## src/rtl/cla_pipe_adder_if.sv

```systemverilog
// Operand and result valid/ready streams for the pipelined CLA adder.
// The master side issues operands and accepts results.
interface cla_pipe_adder_if #(
  parameter int N = 32
);
  logic         in_valid;
  logic         in_ready;
  logic [N-1:0] x;
  logic [N-1:0] y;
  logic         cin;
  logic         sub;
  logic         out_valid;
  logic         out_ready;
  logic [N-1:0] s;
  logic         cout;
  logic         ovf;

  modport master (
    output in_valid, x, y, cin, sub, out_ready,
    input  in_ready, out_valid, s, cout, ovf
  );

  modport slave (
    input  in_valid, x, y, cin, sub, out_ready,
    output in_ready, out_valid, s, cout, ovf
  );
endinterface

```

## src/rtl/cla_pipe_adder.sv

```systemverilog
// K-stage pipelined carry-lookahead adder/subtractor, one W-bit
// segment resolved per stage, with a global stall on back-pressure.
module cla_pipe_adder #(
  parameter int N = 32,
  parameter int K = 4
) (
  input logic             clk,
  input logic             reset_n,
  cla_pipe_adder_if.slave bus
);
  localparam int W  = (K >= 1 && K <= N) ? N / K : 1;
  localparam int KA = (K > 1) ? K - 1 : 1;

  if (K < 1 || K > N || (N % K) != 0) begin : g_bad_cfg
    $error("cla_pipe_adder: N must split into K equal segments");
  end

  // Lookahead carries of one segment, all expressed against c0.
  function automatic logic [W:0] f_carry(
    input logic [W-1:0] a,
    input logic [W-1:0] b,
    input logic         c0
  );
    logic [W:0] c;
    logic       gg;
    logic       pp;
    c[0] = c0;
    gg   = 1'b0;
    pp   = 1'b1;
    for (int i = 0; i < W; i++) begin
      gg     = (a[i] & b[i]) | ((a[i] ^ b[i]) & gg);
      pp     = pp & (a[i] ^ b[i]);
      c[i+1] = gg | (pp & c0);
    end
    return c;
  endfunction

  logic         w_stall;
  logic         w_acc;

  logic [K-1:0] r_v;
  logic [K-1:0] r_c;
  logic         r_ovf;
  logic [N-1:0] r_sum [K];
  logic [N-1:0] r_a   [KA];
  logic [N-1:0] r_b   [KA];

  logic [K-1:0] w_nv;
  logic [K-1:0] w_nc;
  logic         w_novf;
  logic [N-1:0] w_nsum [K];
  logic [N-1:0] w_na   [KA];
  logic [N-1:0] w_nb   [KA];

  assign w_stall = r_v[K-1] & ~bus.out_ready;
  assign w_acc   = bus.in_valid & ~w_stall;

  assign bus.in_ready  = ~w_stall;
  assign bus.out_valid = r_v[K-1];
  assign bus.s         = r_sum[K-1];
  assign bus.cout      = r_c[K-1];
  assign bus.ovf       = r_ovf;

  // Sums enter at the top and shift down W per stage; the unresolved
  // operand bits shift down W per stage so the next segment sits at bit 0.
  for (genvar j = 0; j < K; j++) begin : g_st
    logic [N-1:0] w_a;
    logic [N-1:0] w_b;
    logic [N-1:0] w_sin;
    logic         w_vin;
    logic         w_cin;
    logic [W-1:0] w_sa;
    logic [W-1:0] w_sb;
    logic [W-1:0] w_ss;
    logic [W:0]   w_c;

    if (j == 0) begin : g_head
      assign w_a   = bus.x;
      assign w_b   = bus.y ^ {N{bus.sub}};
      assign w_sin = '0;
      assign w_vin = w_acc;
      assign w_cin = bus.cin ^ bus.sub;
    end else begin : g_body
      assign w_a   = r_a[j-1];
      assign w_b   = r_b[j-1];
      assign w_sin = r_sum[j-1];
      assign w_vin = r_v[j-1];
      assign w_cin = r_c[j-1];
    end

    assign w_sa = W'(w_a);
    assign w_sb = W'(w_b);
    assign w_c  = f_carry(w_sa, w_sb, w_cin);
    assign w_ss = w_sa ^ w_sb ^ w_c[W-1:0];

    assign w_nv[j]   = w_vin;
    assign w_nc[j]   = w_c[W];
    assign w_nsum[j] = (w_sin >> W) | (N'(w_ss) << (N - W));

    if (j < K - 1) begin : g_pass
      assign w_na[j] = w_a >> W;
      assign w_nb[j] = w_b >> W;
    end else begin : g_tail
      assign w_novf = w_c[W] ^ w_c[W-1];
    end
  end

  if (K == 1) begin : g_no_ops
    assign w_na[0] = '0;
    assign w_nb[0] = '0;
  end

  always_ff @(posedge clk or negedge reset_n) begin
    if (!reset_n) begin
      r_v   <= '0;
      r_c   <= '0;
      r_ovf <= 1'b0;
      for (int i = 0; i < K; i++) begin
        r_sum[i] <= '0;
      end
      for (int i = 0; i < KA; i++) begin
        r_a[i] <= '0;
        r_b[i] <= '0;
      end
    end else if (!w_stall) begin
      r_v   <= w_nv;
      r_c   <= w_nc;
      r_ovf <= w_novf;
      for (int i = 0; i < K; i++) begin
        r_sum[i] <= w_nsum[i];
      end
      for (int i = 0; i < KA; i++) begin
        r_a[i] <= w_na[i];
        r_b[i] <= w_nb[i];
      end
    end
  end
endmodule

```

## src/flat_wrapper.sv

```systemverilog
// flat-port wrapper written by rule: the top's interface ports become plain ports
module cla_pipe_adder_flat 
#(
  parameter int N = 32,
  parameter int K = 4
)
  (clk, reset_n, bus_in_valid, bus_x, bus_y, bus_cin, bus_sub, bus_out_ready, bus_in_ready, bus_out_valid, bus_s, bus_cout, bus_ovf);
  cla_pipe_adder_if #(.N(N)) bus_i ();
  input logic clk;
  input logic reset_n;
  input wire logic [$bits(bus_i.in_valid)-1:0] bus_in_valid;
  input wire logic [$bits(bus_i.x)-1:0] bus_x;
  input wire logic [$bits(bus_i.y)-1:0] bus_y;
  input wire logic [$bits(bus_i.cin)-1:0] bus_cin;
  input wire logic [$bits(bus_i.sub)-1:0] bus_sub;
  input wire logic [$bits(bus_i.out_ready)-1:0] bus_out_ready;
  output wire logic [$bits(bus_i.in_ready)-1:0] bus_in_ready;
  output wire logic [$bits(bus_i.out_valid)-1:0] bus_out_valid;
  output wire logic [$bits(bus_i.s)-1:0] bus_s;
  output wire logic [$bits(bus_i.cout)-1:0] bus_cout;
  output wire logic [$bits(bus_i.ovf)-1:0] bus_ovf;
  assign bus_i.in_valid = bus_in_valid;
  assign bus_i.x = bus_x;
  assign bus_i.y = bus_y;
  assign bus_i.cin = bus_cin;
  assign bus_i.sub = bus_sub;
  assign bus_i.out_ready = bus_out_ready;
  assign bus_in_ready = bus_i.in_ready;
  assign bus_out_valid = bus_i.out_valid;
  assign bus_s = bus_i.s;
  assign bus_cout = bus_i.cout;
  assign bus_ovf = bus_i.ovf;
  cla_pipe_adder #(.N(N), .K(K)) u_core (.clk(clk), .reset_n(reset_n), .bus(bus_i));
endmodule
```

## config.mk

```make
export PLATFORM = sky130hd
export DESIGN_NAME = cla_pipe_adder_flat
export DESIGN_NICKNAME = d
export VERILOG_FILES = /design/src/rtl/cla_pipe_adder_if.sv /design/src/rtl/cla_pipe_adder.sv /design/src/flat_wrapper.sv
export SDC_FILE = /design/constraint.sdc
export NUM_CORES = 1
export LEC_CHECK = 0
export CAP_MARGIN = 20
export CELL_PAD_IN_SITES_DETAIL_PLACEMENT = 0
export CELL_PAD_IN_SITES_GLOBAL_PLACEMENT = 2
export CORE_MARGIN = 1
export CORE_UTILIZATION = 30
export CTS_BUF_LIST = sky130_fd_sc_hd__clkbuf_4 sky130_fd_sc_hd__clkbuf_8
export DETAILED_ROUTE_END_ITERATION = 12
export PLACE_DENSITY = 0.68
export SLEW_MARGIN = 20
export SYNTH_ARGS = -nofsm -noshare
export SYNTH_HDL_FRONTEND = slang
export SYNTH_SLANG_ARGS = --single-unit
```

## constraint.sdc

```tcl
create_clock -name clk -period 3.4 [get_ports clk]
set_clock_uncertainty 0.05 [all_clocks]
set_input_delay 0.68 -clock clk [delete_from_list [all_inputs] [get_ports clk]]
set_output_delay 0.68 -clock clk [all_outputs]
set_load 0.01 [all_outputs]
```

# After elaboration in Yosys (flattened, before gate mapping)
# Index checks and enable logic that the tools add are counted.
# classes
n_bitwise	230
# op_table
operator	n
AND 1 bit	122
OR 24 x 32 -> 32 bit	3
XOR 8 bit	8
OR 1 bit	60
XOR 1 bit	34
XOR 32 bit	1
inverter 1 bit	2
# word_totals
in_bits	70
wordCells	243
register_bits	209
out_inout_bits	36

# Logic depth before layout (Yosys ltp)
# logic_depth
word_depth	17
ltp_mapped	10
mapped_depth_nobuf	8

# Worst setup path before layout
# No wires, ideal clock.
# synth_path
path_kind	input -> register
startpoint	in bus_sub
endpoint	reg u_core.r_sum (netlist bit u_core.g_st[1].w_sin[31])
path_buffers	2
arrival_time_ps	2843
required_time_ps	3213
setup_ps	137
path_slack_ps	370
path_stages	10
path_cell_list	buf_6 clkbuf_1 xor2_1 ha_1 and3_1 a221oi_4 a21oi_2 a31oi_4 xnor2_1 a21oi_1
# synth_between
elab_chain_cells	16
elab_cells_between_ends	38
cone_classes	bitwise (38)
# synth_lines
element	line	text
from (decl)	flat_wrapper.sv:15	input wire logic [$bits(bus_i.sub)-1:0] bus_sub;
XOR 32 bit	cla_pipe_adder.sv:79	assign w_b = bus.y ^ {N{bus.sub}};
XOR 1 bit or AND 1 bit (tied branches)	cla_pipe_adder.sv:31, cla_pipe_adder.sv:32	
AND 1 bit	cla_pipe_adder.sv:31	gg = (a[i] & b[i]) | ((a[i] ^ b[i]) & gg);
OR 1 bit	cla_pipe_adder.sv:31	
AND 1 bit	cla_pipe_adder.sv:31	
OR 1 bit	cla_pipe_adder.sv:31	
AND 1 bit	cla_pipe_adder.sv:31	
OR 1 bit	cla_pipe_adder.sv:31	
AND 1 bit	cla_pipe_adder.sv:31	
OR 1 bit	cla_pipe_adder.sv:31	
AND 1 bit	cla_pipe_adder.sv:31	
OR 1 bit	cla_pipe_adder.sv:31	
AND 1 bit	cla_pipe_adder.sv:31	
OR 1 bit	cla_pipe_adder.sv:31	
OR 1 bit	cla_pipe_adder.sv:33	c[i+1] = gg | (pp & c0);
XOR 8 bit *	cla_pipe_adder.sv:94	assign w_ss = w_sa ^ w_sb ^ w_c[W-1:0];
to (signal, indexed assignment)	cla_pipe_adder.sv:130	r_sum[i] <= w_nsum[i];
to (decl)	cla_pipe_adder.sv:44	logic [N-1:0] r_sum [K];
# Every way passes the cells marked *; elsewhere a longest branch is shown, timed or not.
# A chain may end at the register's enable or synchronous reset.

# Worst setup path in the final report
# layout_path
startpoint	in bus_out_ready
endpoint	out bus_in_ready
# layout_between
elab_chain_cells	3
# layout_lines
element	line	text
from (decl)	flat_wrapper.sv:16	input wire logic [$bits(bus_i.out_ready)-1:0] bus_out_ready;
inverter 1 bit	cla_pipe_adder.sv:55	assign w_stall = r_v[K-1] & ~bus.out_ready;
AND 1 bit	cla_pipe_adder.sv:55	
inverter 1 bit	cla_pipe_adder.sv:58	assign bus.in_ready = ~w_stall;
to (decl)	flat_wrapper.sv:17	output wire logic [$bits(bus_i.in_ready)-1:0] bus_in_ready;
# Every way passes these cells.

==> impl_results.rst <==
.. list-table::
   :header-rows: 1

   * - Metric
     - Value
   * - Max transition margin
     - approximately 44%
   * - Destination of the critical timing path
     - bus_in_ready
   * - Setup crit end kind
     - output port
   * - Reg2Reg Capture Point
     - u_core.bus.s[31]
   * - Number of inserted diodes
     - 0
   * - Bufs on Longest Clock Path
     - 2
   * - Residual DRC
     - 0
   * - Cell type with the largest total area after synthesis
     - sky130_fd_sc_hd__dfrtp_1
   * - Clock edge transition at the registers on the reported setup and hold paths
     - 0.11 ns
   * - Synth area leaders
     - sky130_fd_sc_hd__dfrtp_1 56%, sky130_fd_sc_hd__nand2_1 20%, sky130_fd_sc_hd__ha_1 4.9%
   * - Count of yosys warnings during synthesis
     - 0
   * - Largest vdd supply drop
     - about 330 µV
   * - Area grow syn2layout
     - 22.2%
   * - Floorplan core area
     - approximately 0.027 mm²
   * - Maximum Capacitance Violations
     - 0
   * - GR Overflow Total
     - 0
   * - # rows
     - 60
   * - Total iterations of the first detailed-routing run
     - 6
   * - Reg-to-reg setup timing slack
     - roughly 1.1 ns
   * - Buffers and inverters on the worst path
     - 3
   * - DIE AREA
     - between 0.02 and 0.03 mm²
   * - Global-route wire length before repair
     - a little over 30,000 µm
   * - Number of global-route vias before repair
     - around 6,000
   * - Static leakage
     - around 0.0048 µW
   * - Worst setup path start
     - bus_out_ready
   * - Net count reported at finish
     - about 1,100
   * - Slowest-stage cell, CP
     - sky130_fd_sc_hd__clkdlybuf4s50_1
   * - Critical path data arrival time
     - slightly below 2 ns
   * - Share of the yosys chip area belonging to registers
     - approximately 56%
   * - Number of buffers inserted for hold repair after clock tree synthesis
     - 0
   * - Share of cells above drive strength 1
     - under 10%
   * - DP Area
     - between 0.009 and 0.01 mm²
   * - Pwr/cell area
     - between 800 and 900 mW/mm²
   * - Floorplan die height
     - between 150 and 200 µm
   * - Post-CTS repair timing setup buffer count
     - 0
   * - Crit path required time
     - about 2.7 ns
   * - Clk Latency, worst-skew pair
     - 0.46 ns
   * - Critical-path cell list
     - clkdlybuf4s50_1 -> nor2b_4 -> inv_4 -> clkdlybuf4s50_1
   * - Cells on worst reg2reg path
     - 7
   * - Synthesized instance count
     - around 890
   * - Post-layout total power
     - 8660 µW
   * - Net count after synthesis
     - approximately 1,000
   * - Antenna violation net count after detailed routing
     - 0
   * - Setup repair after global routing missed its margin
     - no
   * - Resize count post-CTS
     - 0
   * - Initial DRC count
     - 364
   * - Synthesized area per cell
     - ~9.2 µm²
   * - Total negative slack for setup checks
     - 0 ns
   * - Netlist Area Pre-Place
     - about 0.008 mm²
   * - I/O pin cnt
     - 106
   * - Final critical path time including I/O delays and setup
     - 2.70 ns
   * - Crit Path Class
     - in -> out
   * - Maximum number of pins on one net before global-route repair
     - 197
   * - Clock buffer count from CTS
     - 17
   * - Count of clock tree sinks
     - around 190
   * - Overall track demand over capacity in global routing
     - roughly 14%
   * - Clock tree root driver cell
     - sky130_fd_sc_hd__clkbuf_8
   * - CTS tree
     - built
   * - Count of unique library cells instantiated by Yosys
     - 37
   * - Largest stage delay on the critical path
     - roughly 0.53 ns
   * - Stages on the worst setup path
     - 4
   * - Highest clock frequency the design can meet
     - 371 MHz
   * - Share of the synthesized area in the top cell type
     - 56.3%
   * - Final Wtd Congestion
     - ~0.7
   * - Largest driver fanout on the critical path
     - 3
   * - Transition at the pin with the smallest max-transition slack
     - around 0.84 ns
   * - Total Wirelength
     - 18,200 µm
   * - Vias after detailed routing
     - around 5,700
   * - H-Tree Level Count
     - 4
   * - Detail-routed via count per cell
     - about 4.3
   * - Post-Layout Inst Area
     - around 0.01 mm²
   * - Final hold violations
     - 0
   * - FF-to-FF Start
     - u_core.g_st[3].w_b[0]
   * - Number of slew-limit violations in the final report
     - 0
   * - Initial antenna violation count
     - 0
   * - Critical path launch point type
     - input pin
   * - Number of synthesized register bits
     - 185
   * - Final setup violation count
     - 0
   * - Number of input and output port buffers inserted
     - between 100 and 150
   * - Average detailed-routed wire length per instance
     - 13.6 µm
   * - Result of the run
     - finished clean
   * - Delay-heaviest family, CP
     - buffers and inverters
   * - Effective utilization at floorplan
     - a little under a third
   * - Estimated wirelength of the detail-placed design
     - 11,900 µm
   * - Final worst path period share
     - about four fifths
   * - Critical Path Most Common Cell
     - sky130_fd_sc_hd__clkdlybuf4s50_1
   * - Hold WC Path Type
     - in -> async
   * - Width of the die
     - between 150 and 200 µm
## worst reg2reg max path, stage by stage, from the launching register on
cell	delay, ns
sky130_fd_sc_hd__dfrtp_1	0.43
sky130_fd_sc_hd__ha_1	0.33
sky130_fd_sc_hd__a211oi_1	0.24
sky130_fd_sc_hd__nor2_1	0.13
sky130_fd_sc_hd__o41a_1	0.42
sky130_fd_sc_hd__a31oi_2	0.31
sky130_fd_sc_hd__xor2_1	0.17
sky130_fd_sc_hd__a21oi_1	0.08
## synthesized netlist by cell type (all sizes together)
library cell,instances
nand2,429
dfrtp,185
o21ai,42
clkbuf,40
xnor2,35
ha,32
a21oi,21
nor2,20
xor2,20
a21o,10
o31ai,8
a211oi,6
inv,6
buf,5
nand2b,5
a31oi,4
fa,4
o21a,3
nand3,2
nor2b,2
o211a,2
o22a,2
or2,2
a221oi,1
and3,1
nor3,1
o22ai,1
o41a,1
or3,1
## stage by stage
step	cells	hold slack, ns	utilization [%]	setup slack [ns]
2_1_floorplan	891	0.334	-	0.370
3_3_place_gp	1301	0.397	35.8	0.352
3_5_place_dp	1301	0.398	35.8	0.312
4_1_cts	1333	0.185	37.3	0.667
5_1_grt	1333	0.188	37.3	0.650
6_report	1333	0.168	37.3	0.702
## registers in the layout, indices dropped and copies added (netlist names)
name / count
u_core.bus.ovf: 1
u_core.bus.s: 32
u_core.g_st.w_a: 48
u_core.g_st.w_b: 48
u_core.g_st.w_sin: 48
u_core.r_c: 4
u_core.r_v: 4
## worst min path at each step
stage | depth (start not counted) | to | start
final | 1 | u_core.bus.s[1] | reset_n
after global placement | 2 | u_core.r_v[2] | u_core.r_v[2]
after CTS | 1 | u_core.bus.s[1] | reset_n
after detailed placement | 2 | u_core.r_v[2] | u_core.r_v[2]
after floorplan | 0 | u_core.bus.ovf | reset_n
after global routing | 1 | u_core.bus.s[1] | reset_n
## placed cells by master (no fill, tap or decap), types with 2 or more instances in the layout
cell type / synthesis / routed
sky130_fd_sc_hd__inv_1: 5 / 5
sky130_fd_sc_hd__xor2_1: 19 / 19
sky130_fd_sc_hd__fa_1: 4 / 4
sky130_fd_sc_hd__o21ai_1: 41 / 41
sky130_fd_sc_hd__o31ai_1: 8 / 8
sky130_fd_sc_hd__nand2_1: 429 / 429
sky130_fd_sc_hd__clkinv_4: 0 / 6
sky130_fd_sc_hd__a211oi_1: 6 / 6
sky130_fd_sc_hd__o22a_1: 2 / 2
sky130_fd_sc_hd__a31oi_1: 2 / 2
sky130_fd_sc_hd__o21a_1: 3 / 3
sky130_fd_sc_hd__a21oi_1: 20 / 20
sky130_fd_sc_hd__nand3_1: 2 / 2
sky130_fd_sc_hd__clkdlybuf4s50_1: 0 / 103
sky130_fd_sc_hd__xnor2_1: 35 / 35
sky130_fd_sc_hd__ha_1: 32 / 32
sky130_fd_sc_hd__buf_4: 0 / 5
sky130_fd_sc_hd__inv_8: 0 / 2
sky130_fd_sc_hd__buf_12: 0 / 4
sky130_fd_sc_hd__clkinv_8: 0 / 3
sky130_fd_sc_hd__dfrtp_1: 185 / 185
sky130_fd_sc_hd__a21o_1: 10 / 10
sky130_fd_sc_hd__o211a_1: 2 / 2
sky130_fd_sc_hd__clkbuf_8: 0 / 20
sky130_fd_sc_hd__or2_2: 2 / 2
sky130_fd_sc_hd__nand2b_1: 5 / 5
sky130_fd_sc_hd__nor2_1: 20 / 20
## routing by layer
layer  vias to the layer above  share of wire, %  GRT usage, %
li1                       3005                 -             -
met1                      2613                55          21.1
met2                        80                42          20.5
met3                        10               2.6          2.72
met4                         0              0.96          3.95
met5                         -                 0             0
## report_power, final
part	leakage, µW	switching (µW)	total, µW	internal, µW
combinational	0.00241	1870	3450	1570
clock	0.000199	882	1460	582
sequential	0.00223	565	3750	3180
total	0.00484	3320	8660	5340
## final cells by class
cell class / count / area (µm²)
Clock inverter: 13 / 140
Sequential cell: 185 / 4630
Inverter: 6 / 25.0
Clock buffer: 19 / 262
Tap cell: 341 / 427
Timing Repair Buffer: 114 / 1170
Fill cell: 2799 / 16900
Multi-Input combinational cell: 655 / 3410
## cells by family after synthesis
| kind of cell | share of synthesized area (%) |
|---|---|
| simple gates | 21.5 |
| xor+xnor | 6.08 |
| compound gates | 7.89 |
| fa+ha+maj | 5.84 |
| buf+inv | 2.43 |
| flops | 56.3 |
No activity file was read; power rests on OpenSTA's default activity.
